--- src/rtl/handshake_pkg.sv ---
`default_nettype none
// ============================================================================
//  Module      : handshake_pkg
//  Description : Shared types and constants for the handshake sequence sink:
//                run-state encoding, counter width and stall-LFSR constants.
//  Revision    : 1.0 - initial release
// ============================================================================
package handshake_pkg;

    // Run-state encoding for the sink controller
    typedef enum logic [1:0] {
        IDLE = 2'd0,
        RUN  = 2'd1,
        DONE = 2'd2
    } state_t;

    // Width of the beat and error counters
    localparam int CNT_W = 16;

    // Stall LFSR: reset seed and Fibonacci tap mask (taps 16,14,13,11)
    localparam logic [15:0] c_lfsr_seed = 16'hACE1;
    localparam logic [15:0] c_lfsr_taps = 16'hB400;

endpackage : handshake_pkg
`default_nettype wire

--- src/rtl/handshake_lfsr16.sv ---
`default_nettype none
// ============================================================================
//  Module      : handshake_lfsr16
//  Description : 16-bit Fibonacci LFSR, advancing every cycle, used as a
//                pseudo-random backpressure source.
//  Revision    : 1.0 - initial release
// ============================================================================
module handshake_lfsr16
    import handshake_pkg::*;
(
    input  logic        clk,
    input  logic        rst,
    output logic [15:0] q
);

    logic [15:0] r_q;

    // Shift left each cycle, feeding back the XOR of the tapped bits
    always_ff @(posedge clk) begin
        if (rst) begin
            r_q <= c_lfsr_seed;
        end else begin
            r_q <= {r_q[14:0], ^(r_q & c_lfsr_taps)};
        end
    end

    assign q = r_q;

endmodule : handshake_lfsr16
`default_nettype wire

--- src/rtl/handshake_seq_sink.sv ---
`default_nettype none
// ============================================================================
//  Module      : handshake_seq_sink
//  Description : Valid/ready sink that accepts NUM_BEATS transfers per run and
//                checks them against an incrementing sequence starting at
//                START_VAL, counting beats and mismatches.
//                Build option HANDSHAKE_SEQ_SINK_LFSR_STALL_EN replaces the
//                stall_i backpressure input with an internal LFSR source.
//  Revision    : 1.0 - initial release
// ============================================================================
module handshake_seq_sink
    import handshake_pkg::*;
#(
    parameter int DATA_W    = 8,
    parameter int NUM_BEATS = 200,
    parameter int START_VAL = 1
)
(
    input  logic              clk,
    input  logic              rst,
    input  logic              start_i,
    input  logic              stall_i,
    input  logic              valid_i,
    input  logic [DATA_W-1:0] data_i,
    output logic              ready_o,
    output logic              done_o,
    output logic [CNT_W-1:0]  beat_cnt_o,
    output logic [CNT_W-1:0]  err_cnt_o,
    output logic              err_o,
    output logic [DATA_W-1:0] last_bad_o
);

    state_t             r_state;
    state_t             w_next_state;
    logic               w_stall_src;
    logic               w_xfer;
    logic               w_last_beat;
    logic               w_enter_run;
    logic               r_ready;
    logic [CNT_W-1:0]   r_beat_cnt;
    logic [CNT_W-1:0]   r_err_cnt;
    logic               r_err;
    logic [DATA_W-1:0]  r_last_bad;
    logic [DATA_W-1:0]  r_expected;

`ifdef HANDSHAKE_SEQ_SINK_LFSR_STALL_EN
    logic [15:0] w_lfsr_q;

    handshake_lfsr16 u_lfsr (
        .clk (clk),
        .rst (rst),
        .q   (w_lfsr_q)
    );

    // stall_i is deliberately unused in this build
    assign w_stall_src = w_lfsr_q[0] & w_lfsr_q[3];
`else
    assign w_stall_src = stall_i;
`endif

    assign w_xfer      = valid_i & r_ready;
    assign w_last_beat = (r_beat_cnt == CNT_W'(NUM_BEATS - 1));
    assign w_enter_run = (r_state != RUN) && (w_next_state == RUN);

    // Next-state decode: start launches a run, the final transfer ends it
    always_comb begin
        w_next_state = r_state;
        case (r_state)
            IDLE, DONE: begin
                if (start_i) begin
                    w_next_state = RUN;
                end
            end
            RUN: begin
                if (w_xfer && w_last_beat) begin
                    w_next_state = DONE;
                end
            end
            default: begin
                w_next_state = IDLE;
            end
        endcase
    end

    // State register
    always_ff @(posedge clk) begin
        if (rst) begin
            r_state <= IDLE;
        end else begin
            r_state <= w_next_state;
        end
    end

    // Ready looks ahead at the next state so it drops on the final-beat edge
    always_ff @(posedge clk) begin
        if (rst) begin
            r_ready <= 1'b0;
        end else begin
            r_ready <= (w_next_state == RUN) && !w_stall_src;
        end
    end

    // Sequence checker: clear on run entry, advance and compare per transfer
    always_ff @(posedge clk) begin
        if (rst || w_enter_run) begin
            r_beat_cnt <= '0;
            r_err_cnt  <= '0;
            r_err      <= 1'b0;
            r_last_bad <= '0;
            r_expected <= DATA_W'(START_VAL);
        end else if (w_xfer) begin
            r_beat_cnt <= r_beat_cnt + 1'b1;
            // Expected advances from its own value even after a mismatch
            r_expected <= r_expected + 1'b1;
            if (data_i != r_expected) begin
                if (r_err_cnt != '1) begin
                    r_err_cnt <= r_err_cnt + 1'b1;
                end
                r_err      <= 1'b1;
                r_last_bad <= data_i;
            end
        end
    end

    assign ready_o    = r_ready;
    assign done_o     = (r_state == DONE);
    assign beat_cnt_o = r_beat_cnt;
    assign err_cnt_o  = r_err_cnt;
    assign err_o      = r_err;
    assign last_bad_o = r_last_bad;

endmodule : handshake_seq_sink
`default_nettype wire

--- config.mk ---
export PLATFORM = sky130hd
export DESIGN_NAME = handshake_seq_sink
export DESIGN_NICKNAME = d
export VERILOG_FILES = /design/src/rtl/handshake_pkg.sv /design/src/rtl/handshake_lfsr16.sv /design/src/rtl/handshake_seq_sink.sv
export SDC_FILE = /design/constraint.sdc
export NUM_CORES = 1
export LEC_CHECK = 0
export CAP_MARGIN = 20
export CORE_MARGIN = 5
export CORE_UTILIZATION = 50
export CTS_CLUSTER_SIZE = 16
export DETAILED_ROUTE_END_ITERATION = 6
export GPL_ROUTABILITY_DRIVEN = 0
export PLACE_DENSITY = 0.8
export SLEW_MARGIN = 0
export SYNTH_ARGS = -nofsm -noshare
export SYNTH_HDL_FRONTEND = slang
export SYNTH_SLANG_ARGS = --single-unit
--- constraint.sdc ---
create_clock -name clk -period 3.8 [get_ports clk]
set_input_delay 0.76 -clock clk [delete_from_list [all_inputs] [get_ports clk]]
set_output_delay 0.76 -clock clk [all_outputs]
set_load 0.02 [all_outputs]
==> metrics.md <==
| Metric | Value |
|---|---|
| Core area | `between 4000 and 5000 um2` |
| Fin Setup TNS | `0 ns` |
| Initial antenna violation count | `0` |
| Routed wl met3 | `237 um` |
| Post-synthesis sequential area ratio | `0.435` |
| Row cnt | `25` |
| Worst-case clock buffer depth | `2` |
| Layout net count | `348` |
| Critical path class | `input pin to register` |
| Power per cell area | `329 nW/um2` |
| FF-to-FF setup slack | `1.73 ns` |
| R2r worst-path depth | `7` |
| Mean Syn Cell Area | `8.58 um2` |
| Via count | `roughly 2200` |
| Drt drc | `0` |
| HP Class | `register to register` |
| CTS resizes | `0` |
| Top-area cell type share of the netlist area | `0.435` |
| Critical Path RT | `4.02 ns` |
| Reg2reg start | `err_cnt_o[0]` |
| Area growth, synth to finish | `29.3%` |
| Synth Area in Simple Gates | `0.267` |
| H-tree depth | `2` |
| Fill cells | `398` |
| Critical path arrival | `2.80 ns` |
| Top cell type by total area after synthesis | `dfxtp_1` |
| Hold Slack | `0.518 ns` |
| DR pass1 iterations | `4` |
| Hold Path Stages | `2` |
| Type of origin of the critical path | `input pin` |
| Crit-path max FO | `17` |
| Max-slew headroom | `0.390` |
| Post-synth EDFFs | `0` |
| Mapped Nets | `between 200 and 300` |
| Cells after synthesis | `279` |
| Dpl cell area | `2960 um2` |
| DRT antenna net count | `0` |
| M1 WL | `about 2400 um` |
| Die W | `79.2 um` |
| Critical R2R Capture | `err_cnt_o[11]` |
| Synth Cell Area | `between 2000 and 2500 um2` |
| Top Metal Used | `met4` |
| Worst hold path endpoint | `err_o` |
| 1st-iter DRT viols | `131` |
| Root buf cell | `clkbuf_8` |
| Fmax | `388 MHz` |
| Vias/cell | `5.70` |
| Top-Level Pins | `56` |
| Synth async-reset ratio | `0` |
| GR Overflow Total | `0` |
| Mux share of post-synthesis cell area | `0.0335` |
| IO buf count | `55` |
| Fraction of layout cells with a size suffix above 1 | `0.0511` |
| First-pass GRT wire length | `9550 um` |
| Synth unique cells | `38` |
| Synth Area in Compound Gates | `0.111` |
| Count leader, synth | `dfxtp_1` |
| RSZ-0062 raised after global routing | `false` |
| Die Y | `79.2 um` |
| Clock latency on the worst-skew pair | `0.30 ns` |
| Gr usage total | `0.185` |
| MaxCap Viol Count | `0` |
| Largest family of logic cells by synthesized area | `simple AND/OR/NAND/NOR gates` |
| Fin area | `3100 um2` |
| Clock sinks | `52` |
| Synth Area in XOR/XNOR | `0.102` |
| Pins Over Slew Limit | `0` |
| TritonCTS clock tree | `yes` |
| Hold path start | `err_o` |
| Top_reg_cell synth | `dfxtp_1` |
| Die area | `6270 um2` |
| Synth warnings | `0` |
| Commonest cells post-synth | `52 x dfxtp_1, 41 x nor2_1, 28 x nand2_1` |
| Crit end category | `register` |
| DP Wirelength | `4050 um` |
| LEAKAGE | `0.00102 uW` |
| Slew @ Worst Pin | `0.915 ns` |
| Final WL | `5540 um` |
| DR WL met2 | `approximately 2800 um` |
| Initial Utilization | `0.510` |
| CTS buffer count | `5` |
| Run status | `complete, no violations` |
| Final Skew | `between 0.007 and 0.008 ns` |
| Yosys reg bits | `52` |
| Final Hold Vio Count | `0` |
| Top post-synthesis cells by area | `dfxtp_1 43%, nor2_1 6.4%, xor2_1 5.5%` |
| Largest net degree at the start of global routing | `29` |
| Final Cycle Share | `0.678` |
| Setup bufs post-CTS | `0` |
| Clock Pin Slew Worst Setup and Hold Paths | `0.09 ns` |
| Peak VDD IR | `roughly 0.24 mV` |
| DR WL/cell | `14.3 um` |
| Final setup viols | `0` |
| Min Tclk post-route | `2.58 ns` |
| Adder-cell share of the synthesized area | `0.0157` |
| Vias in the first global route | `approximately 2100` |
| # hold bufs at CTS | `0` |
| ANT cells | `0` |
[state kept, by name, indices dropped and copies added, names as in the netlist]
signal,count
err_cnt_o,16
err_o,1
r_expected,8
r_state,2
ready_o,1
beat_cnt_o,16
last_bad_o,8
[stage by stage]
stage / setup WS [ns] / instances / util / total power [uW]
final: 1.22 / 387 / 0.660 / 1020
after global routing: 1.10 / 387 / 0.660 / 1060
after CTS: 1.26 / 386 / 0.659 / 1030
after detailed placement: 0.941 / 378 / 0.632 / 625
after global placement: 1.06 / 378 / 0.632 / 624
after floorplan: 1.68 / 279 / - / 596
[power breakdown]
| part | internal (uW) | switching, uW | total (uW) |
|---|---|---|---|
| clock | 233 | 175 | 408 |
| combinational | 26.4 | 33.6 | 60.0 |
| sequential | 549 | 3.58 | 552 |
[worst max path at each step]
stage                   start  cells after the start             to  slack [ns]
CTS                 data_i[7]                      6   err_cnt_o[2]        1.26
floorplan           data_i[7]                      6  err_cnt_o[14]        1.68
finish              data_i[7]                      6   err_cnt_o[2]        1.22
global route        data_i[7]                      6   err_cnt_o[2]        1.10
detailed placement  data_i[7]                      6   err_cnt_o[2]        0.94
global placement    data_i[7]                      6   err_cnt_o[2]        1.06
[critical path, stage by stage]
cell and delay [ns]:
clkdlybuf4s50_1 0.44, xor2_1 0.16, nor4_1 0.62, a21oi_2 0.39, and3_1 0.28, o21ai_0 0.15
[placed cells by master (no fill, tap or decap), types with 7 or more instances in the layout]
master / count
xor2_1: 15
dfxtp_1: 52
clkdlybuf4s50_1: 55
nor4_1: 7
mux2i_1: 8
nand4_1: 10
nor2_1: 41
or4_1: 10
nand3_1: 10
clkbuf_8: 7
nand2_1: 28
xnor2_1: 13
a21oi_1: 17
[layout make-up]
cell class                 instances  area, um2  share of cell area
tap                               54       67.6              0.0218
inverter                           6       22.5             0.00728
sequential                        52       1040               0.336
clock buffer                       7       96.3              0.0311
timing repair buffer              58        571               0.184
clock inverter                     1       30.0             0.00970
multi-input combinational        209       1270               0.409
[layer usage]
metal  GRT usage  vias to the layer above
met3      0.0363                        7
met4      0.0584                        0
met1       0.220                     1055
li1            -                     1094
met2       0.332                       48
met5           0                        -
[kinds of logic (layout without fill, tap and decap cells)]
family / count (synthesis) / after routing
AND/OR/NAND/NOR: 129 / 129
flip-flops: 52 / 52
AO/OA/AOI/OAI: 41 / 41
XOR/XNOR: 28 / 28
buffers and inverters: 18 / 72
multiplexers: 8 / 8
adder cells (fa/ha/maj): 3 / 3
Note: power is estimated with default switching activity, not from simulation.
